File: src/rtl/load_store_unit.sv
// -----------------------------------------------------------------------------
// load_store_unit
//   Runs one RV32I load or store against a single-port, word-wide data memory
//   with a ready handshake. It steers byte lanes, generates write strobes,
//   sign- or zero-extends load results, rejects misaligned accesses and
//   illegal funct3 codes, and aborts a request that waits longer than TIMEOUT
//   cycles. The pipeline is stalled while a request is outstanding.
//
//   state | meaning
//   ------+-----------------------------------------------------------------
//   IDLE  | no request outstanding; a valid start issues the memory request
//   WAIT  | request on the bus, waiting for mem_ready or the timeout limit
//   RESP  | one unstalled cycle so the pipeline advances; inputs are ignored
//
// Ports
//   clk, rst_n          clock, asynchronous active-low reset
//   mem_read_control    load requested (wins if asserted with a store)
//   mem_write_control   store requested
//   funct3              access size / sign field
//   addr                byte address from the ALU
//   store_data          rs2 value
//   stall               hold the pipeline
//   load_data           extended load result, held until the next load
//   load_valid          one-cycle pulse when load_data updates
//   access_fault        one-cycle pulse: misaligned, illegal funct3, timeout
//   mem_req/mem_we/mem_addr/mem_wstrb/mem_wdata   registered memory request
//   mem_rdata, mem_ready                          memory response
// -----------------------------------------------------------------------------
module load_store_unit #(
    parameter int ADDR_WIDTH = 32,
    parameter int TIMEOUT    = 16
) (
    input  logic                  clk,
    input  logic                  rst_n,
    input  logic                  mem_read_control,
    input  logic                  mem_write_control,
    input  logic [2:0]            funct3,
    input  logic [ADDR_WIDTH-1:0] addr,
    input  logic [31:0]           store_data,
    output logic                  stall,
    output logic [31:0]           load_data,
    output logic                  load_valid,
    output logic                  access_fault,
    output logic                  mem_req,
    output logic                  mem_we,
    output logic [ADDR_WIDTH-1:0] mem_addr,
    output logic [3:0]            mem_wstrb,
    output logic [31:0]           mem_wdata,
    input  logic [31:0]           mem_rdata,
    input  logic                  mem_ready
);

    typedef enum logic [1:0] {
        IDLE = 2'd0,
        WAIT = 2'd1,
        RESP = 2'd2
    } state_t;

    // Counter only needs to reach TIMEOUT-1; the abort happens on the edge
    // that would make it TIMEOUT.
    localparam int CNT_W = (TIMEOUT < 2) ? 1 : $clog2(TIMEOUT + 1);
    localparam logic [CNT_W-1:0] CNT_LIMIT =
        (TIMEOUT == 0) ? '0 : CNT_W'(TIMEOUT - 1);

    state_t           state, state_next;
    logic [CNT_W-1:0] timeout_cnt;
    logic             timeout_hit;

    logic             is_load;
    logic             is_store;
    logic             start_req;
    logic             f3_legal;
    logic             misaligned;
    logic             start_ok;
    logic             start_bad;

    logic             do_start;
    logic             do_bad;
    logic             do_done;
    logic             do_abort;

    logic [3:0]       wstrb_calc;
    logic [31:0]      wdata_calc;

    logic [2:0]       lat_f3;
    logic [1:0]       lat_off;
    logic             lat_load;
    logic [7:0]       byte_lane;
    logic [15:0]      half_lane;
    logic [31:0]      load_ext;

    // ------------------------------------------------------------------
    // Start decode: a simultaneous load and store is treated as a load.
    // ------------------------------------------------------------------
    assign is_load   = mem_read_control;
    assign is_store  = mem_write_control & ~mem_read_control;
    assign start_req = mem_read_control | mem_write_control;

    always_comb begin
        f3_legal = 1'b0;
        if (is_load) begin
            case (funct3)
                3'b000, 3'b001, 3'b010, 3'b100, 3'b101: f3_legal = 1'b1;
                default:                                f3_legal = 1'b0;
            endcase
        end else begin
            case (funct3)
                3'b000, 3'b001, 3'b010: f3_legal = 1'b1;
                default:                f3_legal = 1'b0;
            endcase
        end
    end

    always_comb begin
        misaligned = 1'b0;
        case (funct3[1:0])
            2'b01:   misaligned = addr[0];
            2'b10:   misaligned = (addr[1:0] != 2'b00);
            default: misaligned = 1'b0;
        endcase
    end

    assign start_ok  = start_req & f3_legal & ~misaligned;
    assign start_bad = start_req & ~(f3_legal & ~misaligned);

    assign timeout_hit = (TIMEOUT != 0) && (timeout_cnt == CNT_LIMIT);

    // ------------------------------------------------------------------
    // FSM
    // ------------------------------------------------------------------
    always_ff @(posedge clk or negedge rst_n) begin
        if (!rst_n) begin
            state <= IDLE;
        end else begin
            state <= state_next;
        end
    end

    always_comb begin
        state_next = state;
        stall      = 1'b0;
        do_start   = 1'b0;
        do_bad     = 1'b0;
        do_done    = 1'b0;
        do_abort   = 1'b0;
        case (state)
            IDLE: begin
                stall    = start_ok;
                do_start = start_ok;
                do_bad   = start_bad;
                if (start_ok) begin
                    state_next = WAIT;
                end
            end
            WAIT: begin
                stall = 1'b1;
                // mem_ready takes priority over a coincident timeout.
                if (mem_ready) begin
                    do_done    = 1'b1;
                    state_next = RESP;
                end else if (timeout_hit) begin
                    do_abort   = 1'b1;
                    state_next = RESP;
                end
            end
            RESP: begin
                state_next = IDLE;
            end
            default: begin
                state_next = IDLE;
            end
        endcase
    end

    // ------------------------------------------------------------------
    // Store lane steering
    // ------------------------------------------------------------------
    always_comb begin
        wstrb_calc = 4'b0000;
        wdata_calc = store_data;
        case (funct3[1:0])
            2'b00: begin
                wstrb_calc = 4'b0001 << addr[1:0];
                wdata_calc = {4{store_data[7:0]}};
            end
            2'b01: begin
                wstrb_calc = addr[1] ? 4'b1100 : 4'b0011;
                wdata_calc = {2{store_data[15:0]}};
            end
            default: begin
                wstrb_calc = 4'b1111;
                wdata_calc = store_data;
            end
        endcase
    end

    // ------------------------------------------------------------------
    // Load lane extraction, using the size and offset latched at start
    // ------------------------------------------------------------------
    always_comb begin
        byte_lane = mem_rdata[7:0];
        case (lat_off)
            2'd0:    byte_lane = mem_rdata[7:0];
            2'd1:    byte_lane = mem_rdata[15:8];
            2'd2:    byte_lane = mem_rdata[23:16];
            default: byte_lane = mem_rdata[31:24];
        endcase
    end

    assign half_lane = lat_off[1] ? mem_rdata[31:16] : mem_rdata[15:0];

    always_comb begin
        load_ext = mem_rdata;
        case (lat_f3)
            3'b000:  load_ext = {{24{byte_lane[7]}}, byte_lane};
            3'b001:  load_ext = {{16{half_lane[15]}}, half_lane};
            3'b100:  load_ext = {24'd0, byte_lane};
            3'b101:  load_ext = {16'd0, half_lane};
            default: load_ext = mem_rdata;
        endcase
    end

    // ------------------------------------------------------------------
    // Timeout counter: counts WAIT cycles without mem_ready
    // ------------------------------------------------------------------
    always_ff @(posedge clk or negedge rst_n) begin
        if (!rst_n) begin
            timeout_cnt <= '0;
        end else if (state != WAIT || do_done || do_abort) begin
            timeout_cnt <= '0;
        end else if (TIMEOUT != 0) begin
            timeout_cnt <= timeout_cnt + 1'b1;
        end
    end

    // ------------------------------------------------------------------
    // Request and response registers
    // ------------------------------------------------------------------
    always_ff @(posedge clk or negedge rst_n) begin
        if (!rst_n) begin
            mem_req      <= 1'b0;
            mem_we       <= 1'b0;
            mem_addr     <= '0;
            mem_wstrb    <= 4'b0000;
            mem_wdata    <= 32'd0;
            load_data    <= 32'd0;
            load_valid   <= 1'b0;
            access_fault <= 1'b0;
            lat_f3       <= 3'b000;
            lat_off      <= 2'b00;
            lat_load     <= 1'b0;
        end else begin
            load_valid   <= 1'b0;
            access_fault <= 1'b0;

            if (do_start) begin
                mem_req   <= 1'b1;
                mem_we    <= is_store;
                mem_addr  <= {addr[ADDR_WIDTH-1:2], 2'b00};
                mem_wstrb <= is_store ? wstrb_calc : 4'b0000;
                mem_wdata <= is_store ? wdata_calc : 32'd0;
                lat_f3    <= funct3;
                lat_off   <= addr[1:0];
                lat_load  <= is_load;
            end

            if (do_bad) begin
                access_fault <= 1'b1;
            end

            if (do_done) begin
                mem_req <= 1'b0;
                if (lat_load) begin
                    load_data  <= load_ext;
                    load_valid <= 1'b1;
                end
            end

            if (do_abort) begin
                mem_req      <= 1'b0;
                access_fault <= 1'b1;
            end
        end
    end

endmodule

File: config.mk
export PLATFORM = sky130hd
export DESIGN_NAME = load_store_unit
export DESIGN_NICKNAME = d
export VERILOG_FILES = /design/src/rtl/load_store_unit.sv
export SDC_FILE = /design/constraint.sdc
export NUM_CORES = 1
export LEC_CHECK = 0
export BUFFER_PORTS_ARGS = -buffer_cell sky130_fd_sc_hd__buf_2
export CAP_MARGIN = 10
export CORE_MARGIN = 1
export CORE_UTILIZATION = 45
export CTS_BUF_LIST = sky130_fd_sc_hd__clkbuf_4 sky130_fd_sc_hd__clkbuf_8
export DETAILED_ROUTE_END_ITERATION = 6
export GPL_TIMING_DRIVEN = 0
export PLACE_DENSITY = 0.75
export RECOVER_POWER = 50
export SLEW_MARGIN = 20
export SYNTH_ARGS = -nofsm -noshare
export SYNTH_HDL_FRONTEND = slang
export SYNTH_SLANG_ARGS = --single-unit
export TNS_END_PERCENT = 100
File: constraint.sdc
create_clock -name clk -period 2 [get_ports clk]
set_input_delay 0.4 -clock clk [delete_from_list [all_inputs] [get_ports clk]]
set_output_delay 0.4 -clock clk [all_outputs]
set_load 0.05 [all_outputs]
# After elaboration in Yosys (flattened, before gate mapping)
# Index checks and enable logic that the tools add are counted.
# totals
ff_bits	115
latch_bits	0
ram_bits	0
mem_bits_ro	0
inputBits	104
output_inout_bits	105
elab_cells	85
mem_count	0
# op_classes
addsub	1
multipliers	0
div_mod_pow	0
magnitude_cmp	0
eq_ne	16
shifts	1
n_mux	32
bitwise	9
reduce_logical	13
# op_table
operator	count
one-hot mux 32 bit (4 select lines)	1
one-hot mux 32 bit (2 select lines)	1
two-way mux 32 bit	1
one-hot mux 8 bit (3 select lines)	1
two-way mux 1 bit	17
two-way mux 16 bit	1
== test 3 bit (second input constant)	4
two-way mux 4 bit	2
one-hot mux 4 bit (2 select lines)	1
== test 2 x 1 -> 1 bit (second input constant)	3
== test 3 x 1 -> 1 bit (second input constant)	2
logical NOT 2 bit	3
logical NOT 3 bit	2
two-way mux 2 bit	3
adder 5 x 1 -> 5 bit (second input constant)	1
AND 1 bit	5
== test 5 x 4 -> 1 bit (second input constant)	1
two-way mux 5 bit	1
OR reduction 5 bit	1
== test 2 bit (second input constant)	2
one-hot mux 1 bit (2 select lines)	2
one-hot mux 2 bit (2 select lines)	1
AND reduction 2 bit	2
<< shifter 1 x 2 -> 4 bit (first input constant)	1
10 further kinds	13

# Logic depth before layout (Yosys ltp)
# Gate-level depths: netlist (run 1).
# logic_depth
word_depth	10
ltp_mapped	9
depth_no_buf	6

# Worst setup path after synthesis (run 1)
# No wires, ideal clock.
# synth_timing
kind	input to output
from	input funct3[1]
to	output stall
arrival_time_ns	2.150
required_time_ns	1.600
setup_slack_ns	-0.550
cell_stages	7
n_path_buf	1
path_cell_list	inv_1 > ha_1 > or2_1 > buf_4 > a2bb2oi_1 > or3_1 > a21oi_1
# synth_between
elab_chain_cells	7
elab_cells_between_ends	17
cone_classes	6 x eq/ne; 5 x mux; 3 x bitwise; 3 x reduce/logical
# synth_rtl
item	line_no	rtl
start, declared	37	input logic [2:0] funct3,
== test 3 x 1 -> 1 bit, or another cell as far along	102, 107	
OR reduction 5 bit / OR reduction 3 bit (equally long branches)	102, 107	
two-way mux 1 bit (on tied branches)	102, 107	
two-way mux 1 bit	101	if (is_load) begin
AND 1 bit	123	assign start_ok = start_req & f3_legal & ~misaligned;
AND 1 bit (*)	123	
one-hot mux 1 bit (2 select lines) (*)	146	case (state)
end, declared	40	output logic stall,
# Every way passes the cells marked *; elsewhere a longest branch is shown, timed or not.

# Worst setup path after layout (run 1)
# layout_timing
from	input funct3[0]
to	output stall
# The elaborated chain is that of the path after synthesis.

==> results of run 1 <==
## registers in the layout (all words and copies together), names as in the netlist
| name | flops |
|---|---|
| load_data | 32 |
| mem_wdata | 32 |
| timeout_cnt | 5 |
| mem_req | 1 |
| mem_wstrb | 4 |
| access_fault | 1 |
| load_valid | 1 |
| lat_load | 1 |
| lat_f3 | 3 |
| state | 2 |
| lat_off | 2 |
| mem_addr | 30 |
| mem_we | 1 |
## cell usage in the layout (no fill, tap or decap), types with 3 or more instances in the layout
cell | netlist | routed
nor2_1 | 28 | 28
mux2_2 | 33 | 33
buf_2 | 5 | 156
a21oi_1 | 66 | 64
o21ai_0 | 41 | 41
clkbuf_4 | 0 | 5
nand2_1 | 34 | 34
mux2_4 | 38 | 38
buf_4 | 3 | 8
ha_1 | 5 | 3
mux2i_1 | 17 | 17
a22oi_1 | 8 | 8
o21a_1 | 8 | 8
clkbuf_2 | 0 | 4
inv_1 | 25 | 23
nor2b_1 | 15 | 15
clkbuf_8 | 0 | 24
clkbuf_1 | 20 | 66
dfrtp_1 | 115 | 115
nand2b_1 | 9 | 9
buf_8 | 0 | 7
## worst max path at each step
| stage | from | to | slack, ps | cells after the start |
|---|---|---|---|---|
| after floorplan | funct3[1] | lat_f3[2]$_DFFE_PN0P_ | -80 | 9 |
| after global placement | rst_n | mem_addr[29]$_DFFE_PN0P_ | -760 | 1 |
| after detailed placement | funct3[1] | mem_addr[2]$_DFFE_PN0P_ | -440 | 10 |
| after CTS | funct3[0] | stall | -40 | 8 |
| after global routing | funct3[1] | stall | -70 | 9 |
| final | funct3[0] | stall | -40 | 8 |
## power by group through the flow
stage	clock [mW]	combinational, mW	sequential (mW)
2_1_floorplan	0	2.43	7.46
3_3_place_gp	0	7.59	3.98
3_5_place_dp	0	7.68	4.05
4_1_cts	2.24	7.79	4.02
5_1_grt	2.34	8.04	4.15
6_report	2.19	7.65	4.04
## through the flow
step	area [um2]	utilization (%)	setup TNS (ps)	power, mW
after floorplan	5660	-	-2960	9.89
after global placement	6870	57.2	-113990	11.6
after detailed placement	6910	57.5	-31760	11.7
after CTS	7420	61.8	-36.3	14.1
after global routing	7360	61.2	-70.1	14.5
final	7360	61.2	-35.3	13.9
## per-layer routing
metal  vias up  track usage, %
li1       2196               -
met1      2319            29.9
met2       230            39.2
met3        28            7.50
met4         0            10.8
met5         -               0
## kinds of logic (layout without fill, tap and decap cells)
logic type               count (synthesis)  after routing  synth area share, %
multiplexers                            89             89                 20.4
AND/OR/NAND/NOR                        100            100                 8.57
XOR/XNOR                                 2              2                0.315
AO/OA/AOI/OAI                          130            130                 12.8
other                                    1              2               0.0674
buffers and inverters                   60            305                 5.04
adder cells (fa/ha/maj)                  5              5                 1.12
flip-flops                             115            115                 51.7
## what timing repair did
item	4_1_cts	5_1_grt
setup endpoints to repair	19	9
gates resized for setup	15	7
pin swaps	5	0
buffers inserted	6	0
endpoints found under the hold margin	42	0
hold buffers	1	0
## cells in the mapped netlist (5+ instances only)
cell,count,area share (%)
o21a_1,8,1.1
mux2i_1,17,3.1
nor2_1,28,1.9
mux2_4,38,10
nor2b_1,15,1.7
buf_2,5,0.45
clkbuf_1,20,1.3
a22oi_1,8,1.1
nand2b_1,9,1.0
nand2_1,34,2.3
a21oi_1,66,5.9
dfrtp_1,115,52
inv_1,25,1.7
o21ai_0,41,3.7
ha_1,5,1.1
buf_6,5,1.0
mux2_2,33,6.7
## cell type report
cell class / count / area share [%]
plain buffers: 33 / 2.87
multi-input cells: 328 / 33.7
repair buffers: 214 / 14.7
well taps: 147 / 2.50
clock buffers: 29 / 5.00
clock inverters: 3 / 0.544
flip-flops and latches: 115 / 39.1
inverters: 26 / 1.62
==> metrics.md, run 1 <==
| Metric | Value |
|---|---|
| RePlAce Congestion | `0.880` |
| Via count | `4,773` |
| Fin cells | `895` |
| First-pass GRT wire length | `23,700 um` |
| Total clock sinks | `115` |
| Metal-1 WL | `6340 um` |
| Share of layout cells above drive strength 1 | `39.3%` |
| Tot GR Track Use | `24.2%` |
| Max VDD drop | `1.02 mV` |
| Post-synth ARST share | `100%` |
| Worst Setup Start Kind | `input pin` |
| CP most frequent cell | `buf_8` |
| #FFs+latches synth | `115` |
| Max-slew violations | `0` |
| Syn Std Cell Area | `5560 um2` |
| Combinational power share | `55.1%` |
| Worst-path maximum fanout | `3` |
| Placeable Area | `12,000 um2` |
| Pwr/cell area | `1890 nW/um2` |
| Max Used Layer | `met4` |
| H-tree lvl count | `4` |
| WL final | `15,000 um` |
| Syn Area/Cell | `11.1 um2` |
| Row Count | `40` |
| Clock root cell | `clkbuf_8` |
| WHS Endpoint | `mem_addr[23]$_DFFE_PN0P_` |
| Clk pwr share | `15.8%` |
| Endpoints failing hold | `0` |
| CP Buf/Inv Count | `3` |
| Seq pwr share | `29.1%` |
| Status | `complete, but fails checks` |
| Die width | `113 um` |
| Main synth FF type | `dfrtp_1` |
| Via-to-Cell Ratio | `5.33` |
| Ant diodes | `0` |
| Final worst-path cycle share | `102%` |
| Internal power | `6.90 mW` |
| Tmin final | `2040 ps` |
| Clock Path Buffers | `2` |
| R2r setup slk | `110 ps` |
| Failing checks | `negative setup slack` |
| Reg2reg end | `load_data[8]$_DFFE_PN0P_` |
| Final setup vio count | `1` |
| # fillers | `1,049` |
| Reg2reg start | `lat_off[1]$_DFFE_PN0P_` |
| Die footprint | `12,800 um2` |
| Remaining Overflow, GRT | `0` |
| LEAKAGE | `3.74 nW` |
| Cell family with most CP delay | `simple AND/OR/NAND/NOR gates` |
| Req. time, crit path | `1600 ps` |
| Pre-antenna DRT Iters | `6` |
| Register Area | `2880 um2` |
| Largest net degree at the start of global routing | `74` |
| Initial antenna violation count | `0` |
| Drt first-iter violations | `325` |
| Routed wl met2 | `7140 um` |
| Footprint of the multi-input gates | `2480 um2` |
| Kind of critical path | `input pin to primary output` |
| Inst Count DP | `857` |
| WHS | `185 ps` |
| NetSw | `6.99 mW` |
| F_max | `491 MHz` |
| Post-synth EDFFs | `0` |
| Area growth, synth to finish | `32.2%` |
| DR WL met3 | `1140 um` |
| Post-DP HPWL | `10,900 um` |
| Num CTS Buffers | `17` |
| Clk_lat worst skew | `440 ps` |
| Hold path depth | `2` |
| Slowest stage delay, CP | `380 ps` |
| Count of cell types in the netlist | `39` |
| RSZ-0062 raised after global routing | `yes` |
| Worst Hold Class | `input pin to register` |
| Clk slew on worst S/H paths | `70 ps` |
| Remaining antenna violation count | `0` |
| Worst-margin pin slew | `1100 ps` |
| Vias in the first global route | `4,780` |
| IO Pins | `209` |
| Hold Crit Start | `addr[23]` |
| DR WL/cell | `16.7 um` |
| Worst reg-to-reg path cell count | `4` |
| Setup slack after layout | `-35.3 ps` |
| Die Height | `113 um` |
| Worst Skew | `7.96 ps` |
| CP max stage cell | `or3_4` |
| Cells after Synth | `502` |
| Critical Path End Type | `primary output` |
| Port bufs | `206` |
| CTS tree | `yes` |
| Seq/Total Area, Yosys | `51.7%` |
| Critical Path AT | `1640 ps` |
| Initial core utilization | `46.3%` |
| Final-stage net count | `844` |
| # DRC | `0` |
| Synth warn | `0` |
| Pre-CTS setup slack | `-439 ps` |
| CP Cell Sequence | `buf_8 -> inv_6 -> ha_4 -> o211ai_1 -> nand2_1 -> or3_4 -> a21oi_4 -> buf_8` |
| Sw frac | `50.3%` |
| Max-Cap Viols | `0` |
| Slew headroom | `27.0%` |
Power figures use the tool's default switching activity.
==> run 2, diff against run 1 <==
Settings changed: CORE_MARGIN 1 to 3, CTS_BUF_LIST sky130_fd_sc_hd__clkbuf_4 sky130_fd_sc_hd__clkbuf_8 to sky130_fd_sc_hd__clkbuf_4 sky130_fd_sc_hd__clkbuf_8 sky130_fd_sc_hd__clkbuf_16.
==> run 2 against run 1 <==
  * The flow still finishes with violations (negative setup slack)
  * Maximum frequency decreased by 4.2%
  * Die area grew 7.2%
  * Worst hold slack gained 22 ps
  * Power increased by 8.5%
  * Critical path depth grew 1
  * Register-to-register slack gained 50 ps
  * Sequential cell count did not move
  * Setup slack worse by 90 ps
  * Cell count is 2.6% higher
  * Largest cell class unchanged
==> metrics.md, run 2 (synthesis gave the netlist of run 1 again) <==
| Metric | Value |
|---|---|
| Max VDD drop | `1.27 mV` |
| Fin area | `7720 um2` |
| Combinational power share | `51.5%` |
| DR WL/cell | `17.5 um` |
| RePlAce Congestion | `0.906` |
| Final-stage net count | `850` |
| Worst Setup Start Kind | `input pin` |
| Via-to-Cell Ratio | `5.25` |
| Slew headroom | `25.1%` |
| Worst-margin pin slew | `1120 ps` |
| Kind of critical path | `input pin to primary output` |
| Ant diodes | `0` |
| Critical Path End Type | `primary output` |
| F_max | `471 MHz` |
| Seq pwr share | `26.8%` |
| Largest regs | `load_data x32, mem_wdata x32, mem_addr x30` |
| Die Height | `117 um` |
| Die width | `117 um` |
| Via count | `4,820` |
| Remaining Overflow, GRT | `0` |
| Initial antenna violation count | `0` |
| Clk_lat worst skew | `420 ps` |
| Clk slew on worst S/H paths | `50 ps` |
| LEAKAGE | `3.93 nW` |
| Tmin final | `2130 ps` |
| Share of layout cells above drive strength 1 | `41.9%` |
| Sw frac | `47.6%` |
| Placeable Area | `11,800 um2` |
| RSZ-0062 raised after global routing | `yes` |
| Port bufs | `206` |
| Die footprint | `13,700 um2` |
| Post-DP HPWL | `11,800 um` |
| Drt first-iter violations | `278` |
| Failing checks | `negative setup slack` |
| Clock Path Buffers | `2` |
| Max-slew violations | `0` |
| # DRC | `0` |
| Initial core utilization | `47.3%` |
| Area growth, synth to finish | `38.7%` |
| WHS | `207 ps` |
| Critical Path AT | `1730 ps` |
| Req. time, crit path | `1600 ps` |
| Max-Cap Viols | `0` |
| Total clock sinks | `115` |
| Commonest non-fill, non-tap cell in the layout | `buf_2` |
| DP Area | `6930 um2` |
| CP max stage cell | `or3_4` |
| H-tree lvl count | `4` |
| Tot GR Track Use | `23.5%` |
| Pwr/cell area | `1950 nW/um2` |
| Layout Utilization | `65.6%` |
| Worst Hold Class | `input pin to register` |
| IO Pins | `209` |
| Slowest stage delay, CP | `380 ps` |
| Pre-antenna DRT Iters | `7` |
| Clk pwr share | `21.7%` |
| Largest net degree at the start of global routing | `72` |
| CP most frequent cell | `buf_6` |
| Num CTS Buffers | `17` |
| Remaining antenna violation count | `0` |
| Setup slack after layout | `-125 ps` |
| Worst-path maximum fanout | `5` |
| Vias in the first global route | `5,025` |
| Total power draw | `15.1 mW` |
| Worst reg-to-reg path cell count | `5` |
| First-pass GRT wire length | `24,600 um` |
| WL final | `16,000 um` |
| Final worst-path cycle share | `106%` |
| Hold path depth | `2` |
| CTS tree | `yes` |
| Internal power | `7.89 mW` |
| CP Cell Sequence | `buf_12 -> inv_16 -> ha_4 -> or2_1 -> buf_6 -> a2bb2oi_4 -> or3_4 -> a21oi_4 -> buf_6` |
| NetSw | `7.17 mW` |
| Endpoints failing hold | `0` |
| Most frequent cells in the layout | `buf_2, dfrtp_1, a21oi_1` |
| Worst Skew | `4.46 ps` |
| Clock root cell | `clkbuf_16` |
| Final setup vio count | `39` |
| Row Count | `39` |
| Status | `complete, but fails checks` |
| Pre-CTS setup slack | `-432 ps` |
run 2: cell types whose count changed in the layout (fill, tap and decap cells not counted), moves of 2 or more:
cell / change
bufinv_16: +3
clkbuf_8: -20
buf_4: +5
clkbuf_16: +17
buf_12: +3
clkinv_2: +3
buf_8: -2
buf_2: +15
clkbuf_1: -13
clkbuf_2: -2
clkbuf_4: -4
run 2: routing by layer:
layer,part of all wire (%),GRT usage [%],wire [um],vias to the layer above
li1,-,-,-,2219
met2,48,39.0,7760,231
met1,40,27.8,6480,2337
met5,0,0,0,-
met4,2.2,9.56,348,0
met3,9.1,8.28,1460,33
run 2: worst paths after layout:
check | slack [ps] | end | startpoint
max reg2reg | 160 | mem_addr[19]$_DFFE_PN0P_ | state[0]$_DFFE_PN0P_
min reg2reg | 480 | load_data[6]$_DFFE_PN0P_ | load_data[6]$_DFFE_PN0P_
max | -130 | stall | funct3[1]
min | 210 | mem_addr[15]$_DFFE_PN0P_ | addr[15]
max in group asynchronous | 310 | mem_wstrb[0]$_DFFE_PN0P_ | rst_n
min in group asynchronous | 750 | mem_addr[20]$_DFFE_PN0P_ | rst_n
run 2: critical path: cells and delay by family:
kind	cells	cell delay, ps
AOI/OAI and AO/OA	2	230
adders and majority gates	1	140
buffers and inverters	4	460
and+or+nand+nor	2	490
run 2: area by class of cell:
type | instances | area [um2]
clock inverters | 10 | 153
well taps | 164 | 205
plain buffers | 33 | 223
fillers | 943 | 4040
flip-flops and latches | 115 | 2880
inverters | 26 | 119
clock buffers | 22 | 488
multi-input cells | 328 | 2500
repair buffers | 220 | 1150
run 2: power by group through the flow:
stage | Sequential (mW) | Clock (mW) | Combinational, mW
after global placement | 3.98 | 0 | 7.63
after detailed placement | 4.03 | 0 | 7.74
after floorplan | 7.46 | 0 | 2.43
after global routing | 4.17 | 3.45 | 8.16
after CTS | 4.02 | 3.31 | 7.81
final | 4.04 | 3.27 | 7.76
run 2: timing repair:
action / 4_1_cts / 5_1_grt
gates resized for setup: 9 / 15
hold buffers: 1 / 0
pin swaps: 3 / 8
endpoints found under the hold margin: 44 / 0
endpoints found under the setup margin: 19 / 16
buffers inserted: 1 / 11
run 2: per-stage QoR:
| stage | TNS, ps | instances |
|---|---|---|
| finish | -693 | 918 |
| global route | -1140 | 918 |
| CTS | -160 | 907 |
| detailed placement | -31930 | 874 |
| global placement | -123680 | 873 |
| floorplan | -2960 | 503 |
